$ cat src/rtl/risc_cpu_if.sv
// Memory bus between the risc_cpu core and its shared program/data memory.
// Semantics: rd qualifies rdata combinationally in the same cycle; wr commits wdata at addr on the next rising edge of clk; no wait states.
interface risc_cpu_if #(
  parameter int AWIDTH = 5,
  parameter int DWIDTH = 8
);
  logic [AWIDTH-1:0] addr;
  logic              rd;
  logic              wr;
  logic [DWIDTH-1:0] wdata;
  logic [DWIDTH-1:0] rdata;

  modport master (output addr, rd, wr, wdata, input rdata);
  modport slave  (input addr, rd, wr, wdata, output rdata);
endinterface

$ cat src/rtl/risc_cpu.sv
// 8-bit accumulator CPU: eight-phase controller, pc/ir/ac datapath and a shared 2^AWIDTH-word memory.
// Optional RISC_HALT_FREEZE_EN: a HLT parks the controller in OP_ADDR until rst.
module risc_memory #(
  parameter int AWIDTH = 5,
  parameter int DWIDTH = 8
) (
  input logic        clk,
  risc_cpu_if.slave  bus
);
  reg [DWIDTH-1:0] array [0:(1<<AWIDTH)-1];

  assign bus.rdata = bus.rd ? array[bus.addr] : '0;

  // Contents deliberately survive rst so a preloaded program can be rerun.
  always_ff @(posedge clk) begin
    if (bus.wr) array[bus.addr] <= bus.wdata;
  end
endmodule

module risc_cpu #(
  parameter int AWIDTH = 5,
  parameter int DWIDTH = 8
) (
  input  logic clk,
  input  logic rst,
  output logic halt
);
  typedef enum logic [2:0] {
    INST_ADDR, INST_FETCH, INST_LOAD, IDLE, OP_ADDR, OP_FETCH, ALU_OP, STORE
  } phase_t;

  typedef enum logic [2:0] {
    OP_HLT, OP_SKZ, OP_ADD, OP_AND, OP_XOR, OP_LDA, OP_STO, OP_JMP
  } opcode_t;

  phase_t            phase;
  phase_t            phase_next;
  logic [AWIDTH-1:0] pc;
  logic [DWIDTH-1:0] ir;
  logic [DWIDTH-1:0] ac;
  logic [DWIDTH-1:0] alu_out;
  logic [DWIDTH-1:0] data;
  opcode_t           opcode;
  logic [AWIDTH-1:0] operand;
  logic              zero;
  logic              aluop;
  logic              sel, rd, wr, ld_ir, ld_ac, ld_pc, inc_pc;

  risc_cpu_if #(.AWIDTH(AWIDTH), .DWIDTH(DWIDTH)) mem_bus ();

  risc_memory #(.AWIDTH(AWIDTH), .DWIDTH(DWIDTH)) memory_inst (
    .clk (clk),
    .bus (mem_bus.slave)
  );

  assign opcode        = opcode_t'(ir[DWIDTH-1 -: 3]);
  assign operand       = ir[AWIDTH-1:0];
  assign zero          = (ac == '0);
  assign aluop         = (opcode == OP_ADD) || (opcode == OP_AND) ||
                         (opcode == OP_XOR) || (opcode == OP_LDA);
  assign mem_bus.addr  = sel ? pc : operand;
  assign mem_bus.rd    = rd;
  assign mem_bus.wr    = wr;
  assign mem_bus.wdata = ac;
  assign data          = mem_bus.rdata;

  always_ff @(posedge clk or posedge rst) begin
    if (rst) phase <= INST_ADDR;
    else     phase <= phase_next;
  end

  always_comb begin
    phase_next = phase_t'(phase + 3'd1);
    sel    = 1'b0;
    rd     = 1'b0;
    wr     = 1'b0;
    ld_ir  = 1'b0;
    ld_ac  = 1'b0;
    ld_pc  = 1'b0;
    inc_pc = 1'b0;
    halt   = 1'b0;
    case (phase)
      INST_ADDR:  sel = 1'b1;
      INST_FETCH: begin
        sel = 1'b1;
        rd  = 1'b1;
      end
      INST_LOAD, IDLE: begin
        sel   = 1'b1;
        rd    = 1'b1;
        ld_ir = 1'b1;
      end
      OP_ADDR: begin
        inc_pc = (opcode != OP_HLT);
        halt   = (opcode == OP_HLT);
`ifdef RISC_HALT_FREEZE_EN
        if (opcode == OP_HLT) phase_next = phase;
`endif
      end
      OP_FETCH: rd = aluop;
      ALU_OP: begin
        rd     = aluop;
        inc_pc = (opcode == OP_SKZ) && zero;
        ld_pc  = (opcode == OP_JMP);
      end
      STORE: begin
        rd    = aluop;
        ld_ac = aluop;
        ld_pc = (opcode == OP_JMP);
        wr    = (opcode == OP_STO);
      end
      default: ;
    endcase
  end

  always_comb begin
    alu_out = ac;
    case (opcode)
      OP_ADD:  alu_out = ac + data;
      OP_AND:  alu_out = ac & data;
      OP_XOR:  alu_out = ac ^ data;
      OP_LDA:  alu_out = data;
      default: alu_out = ac;
    endcase
  end

  // SKZ skips by incrementing in both OP_ADDR and ALU_OP; JMP overrides the OP_ADDR increment.
  always_ff @(posedge clk or posedge rst) begin
    if (rst) begin
      pc <= '0;
      ir <= '0;
      ac <= '0;
    end else begin
      if (ld_ir)       ir <= data;
      if (ld_pc)       pc <= operand;
      else if (inc_pc) pc <= pc + 1'b1;
      if (ld_ac)       ac <= alu_out;
    end
  end
endmodule

$ cat config.mk
export PLATFORM = sky130hd
export DESIGN_NAME = risc_cpu
export DESIGN_NICKNAME = d
export VERILOG_FILES = /design/src/rtl/risc_cpu_if.sv /design/src/rtl/risc_cpu.sv
export SDC_FILE = /design/constraint.sdc
export NUM_CORES = 1
export LEC_CHECK = 0
export ABC_CLOCK_PERIOD_IN_PS = 9100
export BUFFER_PORTS_ARGS = -buffer_cell sky130_fd_sc_hd__buf_4
export CAP_MARGIN = 0
export CORE_ASPECT_RATIO = 1.1
export CORE_MARGIN = 1
export CORE_UTILIZATION = 45
export DETAILED_ROUTE_END_ITERATION = 12
export PLACE_DENSITY_LB_ADDON = 0.08
export SYNTH_ARGS = -nofsm -noshare
export SYNTH_HDL_FRONTEND = slang
export SYNTH_SLANG_ARGS = --single-unit
$ cat constraint.sdc
create_clock -name clk -period 9.1 [get_ports clk]
set_input_delay 0.91 -clock clk [delete_from_list [all_inputs] [get_ports clk]]
set_output_delay 0.91 -clock clk [all_outputs]
set_load 0.02 [all_outputs]
After elaboration in Yosys (flattened, before gate mapping)
Memory sizes are Yosys's and may differ from the RTL's.
Cells that the tools add are included.
{"block": "totals", "register_bits": 24, "latchBits": 0, "mem_bits_rw": 256, "rom_bits": 0, "output_inout_bits": 1, "wordCells": 55, "memories": 1}
{"block": "op_classes", "add_sub_neg": 3, "mul": 0, "div_mod_pow": 0, "magnitude_cmp": 0, "eq_ne": 14, "shift": 0, "muxes": 15, "n_bitwise": 2, "n_reduce_logical": 16}
{"memory": "memory_inst.array", "depth": 32, "word_bits": 8, "rd": 1, "rd_clocked_by_memory_dff": 0, "wr": 1, "line": "risc_cpu.sv:10", "rtl": "reg [DWIDTH-1:0] array [0:(1<<AWIDTH)-1];"}
{"operator": "8-bit one-hot mux with 4 select lines", "n": 1}
{"operator": "3-bit equality test, second input constant", "n": 8}
{"operator": "5-bit two-way mux", "n": 3}
{"operator": "3-bit by 2-bit equality test with 1-bit output, second input constant", "n": 4}
{"operator": "8-bit adder", "n": 1}
{"operator": "8-bit bitwise AND", "n": 1}
{"operator": "8-bit logical NOT", "n": 1}
{"operator": "1-bit two-way mux", "n": 8}
{"operator": "8-bit two-way mux", "n": 1}
{"operator": "8-bit bitwise XOR", "n": 1}
{"operator": "3-bit by 1-bit equality test with 1-bit output, second input constant", "n": 2}
{"operator": "3-bit logical NOT", "n": 2}
{"operator": "3-bit OR reduction", "n": 2}
{"operator": "5-bit by 1-bit adder with 5-bit output, second input constant", "n": 1}
{"operator": "1-bit one-hot mux with 2 select lines", "n": 2}
{"operator": "4-bit nonzero test", "n": 1}
{"operator": "2-bit OR reduction", "n": 2}
{"operator": "4-bit OR reduction", "n": 1}
{"operator": "3-bit by 1-bit adder with 3-bit output, second input constant", "n": 1}
{"operator": "1-bit logical OR", "n": 3}
{"operator": "3-bit nonzero test", "n": 1}
{"operator": "2-bit AND reduction", "n": 1}
{"operator": "2-bit nonzero test", "n": 1}
{"operator": "1-bit logical AND", "n": 1}

Logic depth before layout (Yosys ltp)
Gate-level depths: netlist of the first run.
{"block": "logic_depth", "depth_word": 8, "mapped_depth": 24, "depth_no_buf": 19}

Cells and area by module
A second synthesis of the first run with hierarchy kept.
{"block": "hier_totals", "hier_cells": 765, "hier_area_um2": 11908.9}
{"module": "risc_memory", "instances": 1, "cells_per_inst": 568, "area_per_inst_um2": 10087.2, "seq_area_each_um2": 7687.4}
{"module": "risc_cpu", "instances": 1, "cells_per_inst": 197, "area_per_inst_um2": 1821.7, "seq_area_each_um2": 600.6}

Least setup slack after synthesis of the first run
No wires, ideal clock.
{"block": "synth_path", "path_kind": "register to register", "from": "register phase[0]", "to": "register ac[6]", "setup_time_ns": 0.078, "arrival_time_ns": 4.573, "required_ns": 9.022, "setup_slack_ns": 4.449, "path_stages_with_launch": 23, "n_path_buf": 4, "cell_sequence": "dfrtp_1 -> ha_1 -> ha_1 -> or4_4 -> buf_6 -> and3_4 -> nor2_4 -> buf_6 -> buf_2 -> buf_2 -> a211oi_1 -> a31oi_1 -> o221ai_1 -> nor4b_2 -> ha_1 -> a21oi_1 -> o21bai_1 -> a21oi_1 -> nand2b_1 -> a311oi_1 -> o31ai_1 -> nand3b_1 -> a21oi_1"}
{"block": "synth_between", "elab_chain_len": 8, "word_cells_on_any_way": 21, "cone_classes": "add/sub: 1; eq/ne: 6; mux: 6; bitwise: 2; reduce/logical: 5; memory: 1"}
{"element": "start, declared", "line": "risc_cpu.sv:36", "rtl": "phase_t phase;"}
{"element": "start signal, assigned", "line": "risc_cpu.sv:69", "rtl": "else phase <= phase_next;"}
{"element": "3-bit by 2-bit equality test with 1-bit output, or another cell as far along", "line": "risc_cpu.sv:82", "rtl": "case (phase)"}
{"element": "4-bit OR reduction (no line)"}
{"element": "1-bit two-way mux", "line": "risc_cpu.sv:82"}
{"element": "5-bit two-way mux", "line": "risc_cpu.sv:61", "rtl": "assign mem_bus.addr = sel ? pc : operand;"}
{"element": "memory 32 x 8 bit"}
{"element": "8-bit two-way mux (*)", "line": "risc_cpu.sv:12", "rtl": "assign bus.rdata = bus.rd ? array[bus.addr] : '0;"}
{"element": "net data[1]", "line": "risc_cpu.sv:42", "rtl": "logic [DWIDTH-1:0] data;"}
{"element": "8-bit adder (*)", "line": "risc_cpu.sv:119", "rtl": "OP_ADD: alu_out = ac + data;"}
{"element": "8-bit one-hot mux with 4 select lines (*)", "line": "risc_cpu.sv:118", "rtl": "case (opcode)"}
{"element": "end signal, assigned", "line": "risc_cpu.sv:137", "rtl": "if (ld_ac) ac <= alu_out;"}
{"element": "end, declared", "line": "risc_cpu.sv:40", "rtl": "logic [DWIDTH-1:0] ac;"}
Mark *: on every way through the listed nets, which the timed path passes. The rest lies on a longest branch.
A chain may end at the register's enable or synchronous reset.

Worst setup path in the final report of the first run
Same ends and word-level chain as after synthesis.

==> results.toml, run 1 <==
[clock_network]
clk_root_buffer_cell = "clkbuf_16"
cts.reportedPaths.clkPinSlew_ns = 0.06
cts_sinks = 280
cts.htree.levels = 1
tritoncts.num_buffers = 30
cts_hold_buffers = 0
cts-root-to-sink-buffers = 3
tritoncts = "done"
post_cts.repair.setup_buffers = 0
cts_resized = 0
worstSkewPairLatency_ns = 0.56

[global_route]
total_congestion_overflow = 0
global_route_wire_length_before_repair_mm = 52.1
grt_max_degree = 87
grt_util_all_layers = 0.244
grt_antenna_before_repair = 0
grt_pass1_vias = 7990

[setup_path]
worst-setup-path-type = "reg2reg"
critical_path_peak_fanout = 61
critPathCaptureType = "register"
startpoint_type = "register"
cp_data_arrival_time_ns = 6.61
data_required_time_of_the_critical_path_ns = 9.59

[sta]
final-hold-violation-count = 0
relSlewSlack = 0.243
min_period_over_period = 0.672
totalNegativeSetupSlack_ns = 0
measured_slew_at_the_worst_slew_check_pin_ns = 1.14
finalMaxSlewViolations = 0
rsz0062_at_grt = "false"
worst_clock_skew_ns = 0.0297
fin_crit_ns = 6.12
finalSetupViolCount = 0
highest_attainable_clock_frequency_mhz = 163

[logic_synthesis]
synth-simple-area-share = 0.129
synth_sequential_area_ratio = 0.648
syn_area_per_cell_um2 = 12.8
fraction_of_the_mapped_netlist_area_in_adder_cells = 0.0165
number_of_flops_mapped_to_enable_cells_by_yosys = 256
post-synth-top-count-cell = "edfxtp_1"
ys_top_cells_by_count = "edfxtp_1, nand2_1, and3_1"
ys.flop_type = "edfxtp_1"
post_synth_inst_count = 1001
synth_cell_types = 80
synth-compound-area-share = 0.145
yosys-mux-area-fraction = 0.0285
mappedNetlistNets = 1019
ys_seq_elements = 280
ys_warn_count = 0
synthDominantAreaCellType = "edfxtp_1"
synth_area_leaders = "edfxtp_1, dfrtp_1, nand2_1"
mappedNetlistArea_um2 = 12800
synth_top_family_by_area = "compound AO/OA/AOI/OAI gates"
asyncSetResetFlopFracSynth = 0.0857
xor_xnor_share_of_the_synthesized_area = 0.00205
netlist.area_leader.share = 0.601

[route]
first_pass_iteration_count_of_the_detailed_router = 5
route.final.wire_length_mm = 34.9
antenna_violating_nets_post_route = 0
post_drt_via_cell_ratio = 6.14
remaining_drc_errors = 0
drt_first_iter_violations = 788
dr_total_vias = 8431
wl_per_cell_um = 25.4

[place]
hpwl_mm = 21.7
gpl_wtd_cong = 0.868
io_buffers = 2

[floorplan]
floorplan.core_area_um2 = 27900
floorplan.die_area_um2 = 29100
num_rows = 64
num_io_pins = 3
floorplan.die.height_um = 179
die_width_um = 163
initial_core_util = 0.459

[layout]
area.growth.synth_to_final_pct = 11.1
final_nets = 1006
num-fill-cells = 2421
multi_input_area_um2 = 4120
sequential_cell_area_um2 = 8290
antennaDiodeCount = 0
finish.utilization = 0.510
drive_above_1_share = 0.120

[pwr]
switching_share = 0.185
internal_power_w = 0.00223
clockPowerShare = 0.493
leakage_nw = 4.61
share_comb_of_total_power = 0.001
ir_worst_vdd_mv = 0.153
pwr-share-seq = 0.506
power-per-cell-area_nw_per_um2 = 192
p_switching_w = 0.000506

[run_status]
outcome = "finished clean"

[job]
max_cap_violations = 0

[hold_path]
hp-class = "reg2reg"
==> area by class of cell <==
cell class / count / area share
clock inverter: 18 / 0.0208
timing repair buffer: 23 / 0.0130
multi-input combinational: 633 / 0.290
sequential: 280 / 0.583
tap: 363 / 0.0320
inverter: 20 / 0.00528
clock buffer: 37 / 0.0562
==> path summary, 6_finish.rpt <==
| path | start | slack, ns | end | cells past startpoint |
|---|---|---|---|---|
| worst max-delay path | phase[0] | 2.98 | ac[6] | 21 |
| worst min-delay path | phase[0] | 0.54 | phase[0] | 1 |
| worst max register to register | phase[0] | 2.98 | ac[6] | 21 |
| worst min register to register | phase[0] | 0.54 | phase[0] | 1 |
| max in group asynchronous | rst | 7.90 | pc[1] | 2 |
| min in group asynchronous | rst | 0.58 | ac[4] | 2 |
==> through the flow <==
step                      instance area [µm²]  setup slack, ns  hold WS (ns)  power (W)  std cells
after CTS                               14200             3.01         0.540    0.00275       1374
after floorplan                         12800             4.45         0.481    0.00141       1001
after detailed placement                13100             3.05         0.535    0.00141       1319
after global routing                    14200             2.58         0.551    0.00280       1374
final                                   14200             2.98         0.540    0.00274       1374
after global placement                  13100             3.17         0.495    0.00141       1319
==> state kept, by name (all words and copies together) (netlist names) <==
signal / count
ac: 8
phase: 3
pc: 5
ir: 8
memory_inst.array: 256
==> kinds of logic (layout without fill, tap and decap cells) <==
| logic type | after synthesis | count (layout) |
|---|---|---|
| simple gates | 320 | 320 |
| flops | 280 | 280 |
| compound gates | 261 | 261 |
| buf+inv | 88 | 98 |
| mux | 32 | 32 |
| fa+ha+maj | 17 | 17 |
| xor+xnor | 3 | 3 |
==> power groups by stage <==
stage               Combinational (W)  Clock [W]  Sequential (W)
CTS                        0.00000280    0.00137         0.00138
floorplan                  0.00000159          0         0.00141
global placement           0.00000275          0         0.00141
global route               0.00000300    0.00141         0.00138
detailed placement         0.00000277          0         0.00141
finish                     0.00000249    0.00135         0.00138
==> metal layers <==
metal	track usage	wire (µm)	share of wire	vias to the layer above
met1	0.356	15800	0.45	4208
met4	0.0907	1180	0.034	0
met3	0.0257	1970	0.056	60
li1	-	-	-	3863
met2	0.378	16000	0.46	300
met5	0	0	0	-
==> worst max-delay path, stage by stage (launching register included) <==
cell and delay (ns):
dfrtp_1 0.38, ha_1 0.20, ha_1 0.32, nand2b_1 0.58, nand3_2 0.13, buf_4 0.33
nand2_4 0.62, buf_4 0.49, a211oi_1 0.14, a31oi_1 0.31, o221ai_1 0.17, or4_1 0.65
inv_1 0.10, ha_1 0.24, inv_1 0.08, o21bai_1 0.08, a21oi_1 0.42, nand2b_1 0.17
a311oi_1 0.06, o31ai_1 0.27, nand3b_1 0.10, a21oi_1 0.15
==> cells in the final DEF, fill, tap and decap left out, types with 24 or more instances in the layout <==
| cell | n |
|---|---|
| edfxtp_1 | 256 |
| nand2_1 | 118 |
| and3_1 | 59 |
| a211oi_1 | 57 |
| nor2_1 | 52 |
| a31oi_1 | 44 |
| a21oi_1 | 39 |
| o21ai_0 | 31 |
| clkbuf_16 | 31 |
| nand3_1 | 27 |
| dfrtp_1 | 24 |
(Power assumes the default switching activity.)
==> inputs of run 2 (changes only) <==
--- a/config.mk
+++ b/config.mk
@@ -5,7 +5,8 @@
 export SDC_FILE = /design/constraint.sdc
 export NUM_CORES = 1
 export LEC_CHECK = 0
-export ABC_CLOCK_PERIOD_IN_PS = 9100
+export ABC_AREA = 1
+export ABC_CLOCK_PERIOD_IN_PS = 5800
 export BUFFER_PORTS_ARGS = -buffer_cell sky130_fd_sc_hd__buf_4
 export CAP_MARGIN = 0
 export CORE_ASPECT_RATIO = 1.1
==> constraint.sdc (replaced) <==
create_clock -name clk -period 5.8 [get_ports clk]
set_input_delay 0.58 -clock clk [delete_from_list [all_inputs] [get_ports clk]]
set_output_delay 0.58 -clock clk [all_outputs]
set_load 0.02 [all_outputs]
==> run 2 against run 1 <==
Synthesized cell count down 3.5%. Critical path type unchanged. Sequential share of layout area up 3.7 points. Total power increased by 54%. Die area down 7.0%. Final area is 5.9% lower. Clock skew is 0.021 ns lower. Setup slack lost 2.0 ns. Critical endpoint unchanged. Clock-buffer cell count shrank 4.
==> results.toml, run 2 <==
[clock_network]
post_cts.repair.setup_buffers = 0
worstSkewPairLatency_ns = 0.55
cts.htree.levels = 1
tritoncts = "done"
cts_hold_buffers = 0
cts.reportedPaths.clkPinSlew_ns = 0.06
cts_sinks = 280
cts_resized = 0
tritoncts.num_buffers = 30
cts-root-to-sink-buffers = 3
clk_root_buffer_cell = "clkbuf_16"

[place]
post_place_cells = 1295
detailedPlace.worstSlack_ns = 1.02
hpwl_mm = 18.0
post_dp_cell_area_um2 = 12300
gpl_wtd_cong = 0.838
io_buffers = 2

[floorplan]
die_width_um = 157
initial_core_util = 0.457
floorplan.die_area_um2 = 27100
num_rows = 62
num_io_pins = 3
floorplan.core_area_um2 = 26000
floorplan.die.height_um = 172

[logic_synthesis]
asyncSetResetFlopFracSynth = 0.0857
ys_warn_count = 0
syn_area_per_cell_um2 = 12.3
synth_area_leaders = "edfxtp_1, nand2_1, dfrtp_1"
synth_sequential_area_ratio = 0.698
ys_top_cells_by_count = "edfxtp_1, nand2_1, nor3_1"
ys_seq_elements = 280
synth_cell_types = 42
synthDominantAreaCellType = "edfxtp_1"
ys.flop_type = "edfxtp_1"
post-synth-top-count-cell = "edfxtp_1"
mappedNetlistNets = 984
netlist.area_leader.share = 0.647
mappedNetlistArea_um2 = 11900
post_synth_inst_count = 966
number_of_flops_mapped_to_enable_cells_by_yosys = 256

[layout]
area.growth.synth_to_final_pct = 12.6
final_cell_count_no_fill = 1350
num-fill-cells = 2265
most_used_cells_in_the_layout_excluding_fill_and_tap_cells = "edfxtp_1, nand2_1, nor3_1, nor2_1, o22ai_1"
largest_register = "memory_inst.array"
multi_input_area_um2 = 3220
commonest_non_fill_non_tap_cell_in_the_layout = "edfxtp_1"
drive_above_1_share = 0.0962
antennaDiodeCount = 0
largest_reg_flops = 256
largest_registers = "memory_inst.array (256), ac (8), ir (8)"
final_nets = 993
sequential_cell_area_um2 = 8290
finalInstanceArea_um2 = 13400

[setup_path]
critical_path_peak_fanout = 63
critPathCaptureType = "register"
cp_data_arrival_time_ns = 5.28
timing.critical_path.cells = "ha_1 > ha_1 > a21oi_4 > nand3_1 > nand2_2 > buf_4 > nor3_1 > o31ai_1 > nand2_1 > nor2_1 > nand2_1 > nor2_1 > ha_1 > a21oi_1 > o21a_1 > inv_1 > nand3_2 > nand2_1 > nand2_1 > nand3_1 > nand3_1 > a21oi_2"
startpoint_type = "register"
critical_path.most_common_cell = "nand2_1"
data_required_time_of_the_critical_path_ns = 6.27
worst-setup-path-type = "reg2reg"
cpMaxStageDelayCell = "buf_4"
critical-path-max-stage-delay_ns = 0.63

[route]
wl_per_cell_um = 22.1
drt_first_iter_violations = 636
antenna_violating_nets_post_route = 0
remaining_drc_errors = 0
route.final.wire_length_mm = 29.9
post_drt_via_cell_ratio = 5.64
first_pass_iteration_count_of_the_detailed_router = 5
dr_total_vias = 7614

[sta]
totalNegativeSetupSlack_ns = 0
final-hold-violation-count = 0
final.setup.worst_slack_ns = 0.995
worst_clock_skew_ns = 0.00843
rsz0062_at_grt = "false"
finalSetupViolCount = 0
highest_attainable_clock_frequency_mhz = 208
fin_crit_ns = 4.80
relSlewSlack = 0.354
measured_slew_at_the_worst_slew_check_pin_ns = 0.968
finalMaxSlewViolations = 0
min_period_over_period = 0.828

[global_route]
global_route_wire_length_before_repair_mm = 45.7
busiest_layer = "met2"
grt_use_met3 = 0.0281
grt_antenna_before_repair = 0
grt_pass1_vias = 7314
global_route.usage.met2 = 0.385
use_met1 = 0.317
grt_util_all_layers = 0.228
total_congestion_overflow = 0
grt_max_degree = 79

[pwr]
leakage_nw = 4.37
ir_worst_vdd_mv = 0.221
post-layout-total-power_w = 0.00423
power-per-cell-area_nw_per_um2 = 316

[hold_path]
hp-class = "in2async"

[run_status]
outcome = "finished clean"

[job]
max_cap_violations = 0
-- run 2: cells by family after synthesis --
kind of cell,synth area share
and+or+nand+nor,0.149
xor gates and xnor gates,0.00442
buffers and inverters,0.0328
AOI/OAI and AO/OA,0.0996
adders and majority gates,0.0169
DFF,0.698
-- run 2: path summary, 6_finish.rpt --
check,from,to,slack (ns),cells past startpoint
setup / recovery,phase[0],ac[6],1.0,22
hold / removal,rst,phase[2],0.27,2
setup reg to reg,phase[0],ac[6],1.0,22
hold reg to reg,phase[0],phase[0],0.51,1
max in group asynchronous,rst,ac[1],4.88,2
min in group clk,phase[0],phase[0],0.51,1
-- run 2: final cells by class --
| cell class | count | share of cell area |
|---|---|---|
| clock buffer | 33 | 0.0586 |
| clock inverter | 22 | 0.0210 |
| inverter | 46 | 0.0131 |
| tap | 352 | 0.0329 |
| timing repair buffer | 20 | 0.0140 |
| multi-input combinational | 597 | 0.241 |
| sequential | 280 | 0.620 |
-- run 2: through the flow --
step | util | hold slack (ns)
2_1_floorplan | - | 0.481
3_3_place_gp | 0.474 | 0.502
3_5_place_dp | 0.474 | 0.517
4_1_cts | 0.515 | 0.286
5_1_grt | 0.515 | 0.368
6_report | 0.515 | 0.267
-- run 2: layer usage --
layer,part of all wire,vias to the layer above
met4,0.016,0
li1,-,3599
met2,0.48,209
met5,0,-
met1,0.45,3776
met3,0.051,30
-- run 2: critical path, delay by kind of cell (launching register included) --
family          cells  cell delay, ns
simple gates       12            1.66
compound gates      5            1.26
buf+inv             2            0.70
fa+ha+maj           3            0.70
flops               1            0.40
-- run 2: report_power, final --
group / switching [W] / internal, W / total (W)
Combinational: 0.00000341 / 0.000000454 / 0.00000387
Sequential: 0 / 0.00217 / 0.00217
Clock: 0.000776 / 0.00128 / 0.00205
Total: 0.000780 / 0.00345 / 0.00423
==> inputs of run 3 (changes only) <==
--- a/config.mk
+++ b/config.mk
@@ -5,8 +5,8 @@
 export SDC_FILE = /design/constraint.sdc
 export NUM_CORES = 1
 export LEC_CHECK = 0
-export ABC_AREA = 1
-export ABC_CLOCK_PERIOD_IN_PS = 5800
+export ABC_AREA = 0
+export ABC_CLOCK_PERIOD_IN_PS = 4100
 export BUFFER_PORTS_ARGS = -buffer_cell sky130_fd_sc_hd__buf_4
 export CAP_MARGIN = 0
 export CORE_ASPECT_RATIO = 1.1
==> constraint.sdc (replaced) <==
create_clock -name clk -period 4.1 [get_ports clk]
set_input_delay 0.41 -clock clk [delete_from_list [all_inputs] [get_ports clk]]
set_output_delay 0.41 -clock clk [all_outputs]
set_load 0.02 [all_outputs]
==> run 3 against run 2 <==
The run now ends with setup timing left. Final area up 24%. Setup slack got worse by 1.3 ns. Cell count increased by 18%. Critical path type unchanged. Critical endpoint is now ac[7]. Largest power group unchanged.
==> results.toml, run 3 (same netlist as run 1, synthesis figures left out) <==
[place]
post_place_cells = 1495
detailedPlace.worstSlack_ns = -0.611
hpwl_mm = 25.8
io_buffers = 2
gpl_wtd_cong = 0.922

[layout]
largest_register = "memory_inst.array"
largest_registers = "memory_inst.array (256), ac (8), ir (8)"
final_nets = 1224
sequential_cell_area_um2 = 8290
multi_input_area_um2 = 4700
antennaDiodeCount = 0
drive_above_1_share = 0.333
largest_reg_flops = 256
area.growth.synth_to_final_pct = 29.2
num-fill-cells = 2236
commonest_non_fill_non_tap_cell_in_the_layout = "edfxtp_1"
final_cell_count_no_fill = 1589
finish.utilization = 0.593
most_used_cells_in_the_layout_excluding_fill_and_tap_cells = "edfxtp_1, buf_4, nand2_1, and3_1, nor2_1"

[sta]
relSlewSlack = 0.279
fin_crit_ns = 4.41
finalMaxSlewViolations = 0
rsz0062_at_grt = "true"
finalSetupViolCount = 6
final-hold-violation-count = 0
final.setup.worst_slack_ns = -0.312
measured_slew_at_the_worst_slew_check_pin_ns = 1.08
highest_attainable_clock_frequency_mhz = 227
worst_clock_skew_ns = 0.0122
min_period_over_period = 1.08

[clock_network]
cts-root-to-sink-buffers = 3
cts.htree.levels = 1
tritoncts = "done"
cts.reportedPaths.clkPinSlew_ns = 0.06
clk_root_buffer_cell = "clkbuf_16"
cts_hold_buffers = 0
tritoncts.num_buffers = 29
cts_sinks = 280
worstSkewPairLatency_ns = 0.56

[route]
wl_per_cell_um = 24.8
dr_total_vias = 9464
remaining_drc_errors = 0
post_drt_via_cell_ratio = 5.96
route.final.wire_length_mm = 39.4
first_pass_iteration_count_of_the_detailed_router = 5
antenna_violating_nets_post_route = 0
drt_first_iter_violations = 968

[floorplan]
floorplan.die_area_um2 = 29100
num_io_pins = 3
die_width_um = 163
floorplan.die.height_um = 179
floorplan.core_area_um2 = 27900
num_rows = 64
initial_core_util = 0.459

[setup_path]
worst-setup-path-type = "reg2reg"
timing.critical_path.cells = "ha_4 > ha_4 > or4_4 > and3_4 > nor2_4 > buf_6 > buf_12 > buf_4 > a211oi_1 > a31oi_2 > o22ai_1 > or3_1 > nor2b_2 > ha_1 > a21oi_1 > a21oi_1 > a21oi_1 > o211ai_1 > a211o_1"
reg2reg_slack_ns = -0.31
worst_r2r_endpoint = "ac[7]"
cpMaxStageDelayCell = "or4_4"
cp_data_arrival_time_ns = 4.85
regToRegStartpoint = "phase[1]"
data_required_time_of_the_critical_path_ns = 4.54
critical_path_peak_fanout = 7
critPathBufInv = 3
critPathCaptureType = "register"
critical-path-max-stage-delay_ns = 0.51
length_in_cells_of_the_worst_reg_to_reg_path = 19
cp_top_family = "simple AND/OR/NAND/NOR gates"
critical_path.most_common_cell = "a21oi_1"
startpoint_type = "register"

[global_route]
grt_util_all_layers = 0.276
grt_pass1_vias = 9233
global_route_wire_length_before_repair_mm = 58.7
grt_antenna_before_repair = 0
total_congestion_overflow = 0
grt_max_degree = 36

[run_status]
failing_checks = "setup timing"
outcome = "complete, but fails checks"

[hold_path]
hp-class = "in2async"

[pwr]
ir_worst_vdd_mv = 0.336
leakage_nw = 5.78
power-per-cell-area_nw_per_um2 = 337

[job]
max_cap_violations = 0
-- run 3: cell count changes in the layout (fill, tap and decap cells not counted), moves of 30 or more --
cell,previous run,this run
nor2_1,80,50
o22ai_1,46,9
and3_1,1,57
o31ai_1,43,1
nand2_1,161,116
buf_4,17,203
a211oi_1,0,45
a31oi_1,0,35
inv_1,43,12
nor3_1,91,8
-- run 3: worst max path at each step --
stage / startpoint / to / slack, ns / depth (start not counted)
after floorplan: phase[1] / ac[7] / -0.11 / 20
after global placement: phase[1] / ac[7] / -0.56 / 17
after detailed placement: phase[1] / ac[7] / -0.61 / 17
after CTS: phase[0] / ac[7] / -0.33 / 18
after global routing: phase[0] / ac[7] / -0.49 / 20
final: phase[1] / ac[7] / -0.31 / 19
-- run 3: timing repair --
item	CTS	global route
endpoints found under the hold margin	0	0
setup buffers	31	10
setup endpoints to repair	7	7
pin swaps	31	31
cloned	4	2
gates resized for setup	64	58
-- run 3: area by class of cell --
class	count	share of cell area
repair buffers	241	0.128
clock inverters	18	0.00833
clock buffers	33	0.0448
flip-flops and latches	280	0.502
multi-input cells	634	0.284
well taps	363	0.0275
inverters	20	0.00500
-- run 3: metrics by stage --
| step | area [µm²] | total power (W) | hold slack (ns) | TNS [ns] |
|---|---|---|---|---|
| global placement | 14600 | 0.00314 | 0.503 | -2.74 |
| global route | 16500 | 0.00570 | 0.193 | -2.36 |
| finish | 16500 | 0.00557 | 0.0971 | -1.23 |
| CTS | 16200 | 0.00561 | 0.133 | -1.15 |
| detailed placement | 14600 | 0.00314 | 0.534 | -3.15 |
| floorplan | 12900 | 0.00313 | 0.425 | -0.214 |
-- run 3: worst register-to-register path, delay by kind of cell (launching register included) --
kind	cells	cell delay, ns
flops	1	0.45
compound gates	8	1.22
fa+ha+maj	3	0.64
simple gates	5	1.55
buf+inv	3	0.43
-- run 3: where the power goes --
part	leakage [nW]	internal, W	total, W	switching (W)
logic	3.33	0.000000641	0.00000574	0.00000509
registers	2.02	0.00307	0.00307	0
clock network	0.423	0.00141	0.00249	0.00108
total	5.78	0.00448	0.00557	0.00109
-- run 3: metal layers --
layer | global-route usage | vias up | part of all wire
met5 | 0 | - | 0
met3 | 0.0372 | 83 | 0.052
met2 | 0.436 | 321 | 0.47
met4 | 0.119 | 0 | 0.045
met1 | 0.383 | 4745 | 0.44
li1 | - | 4315 | -
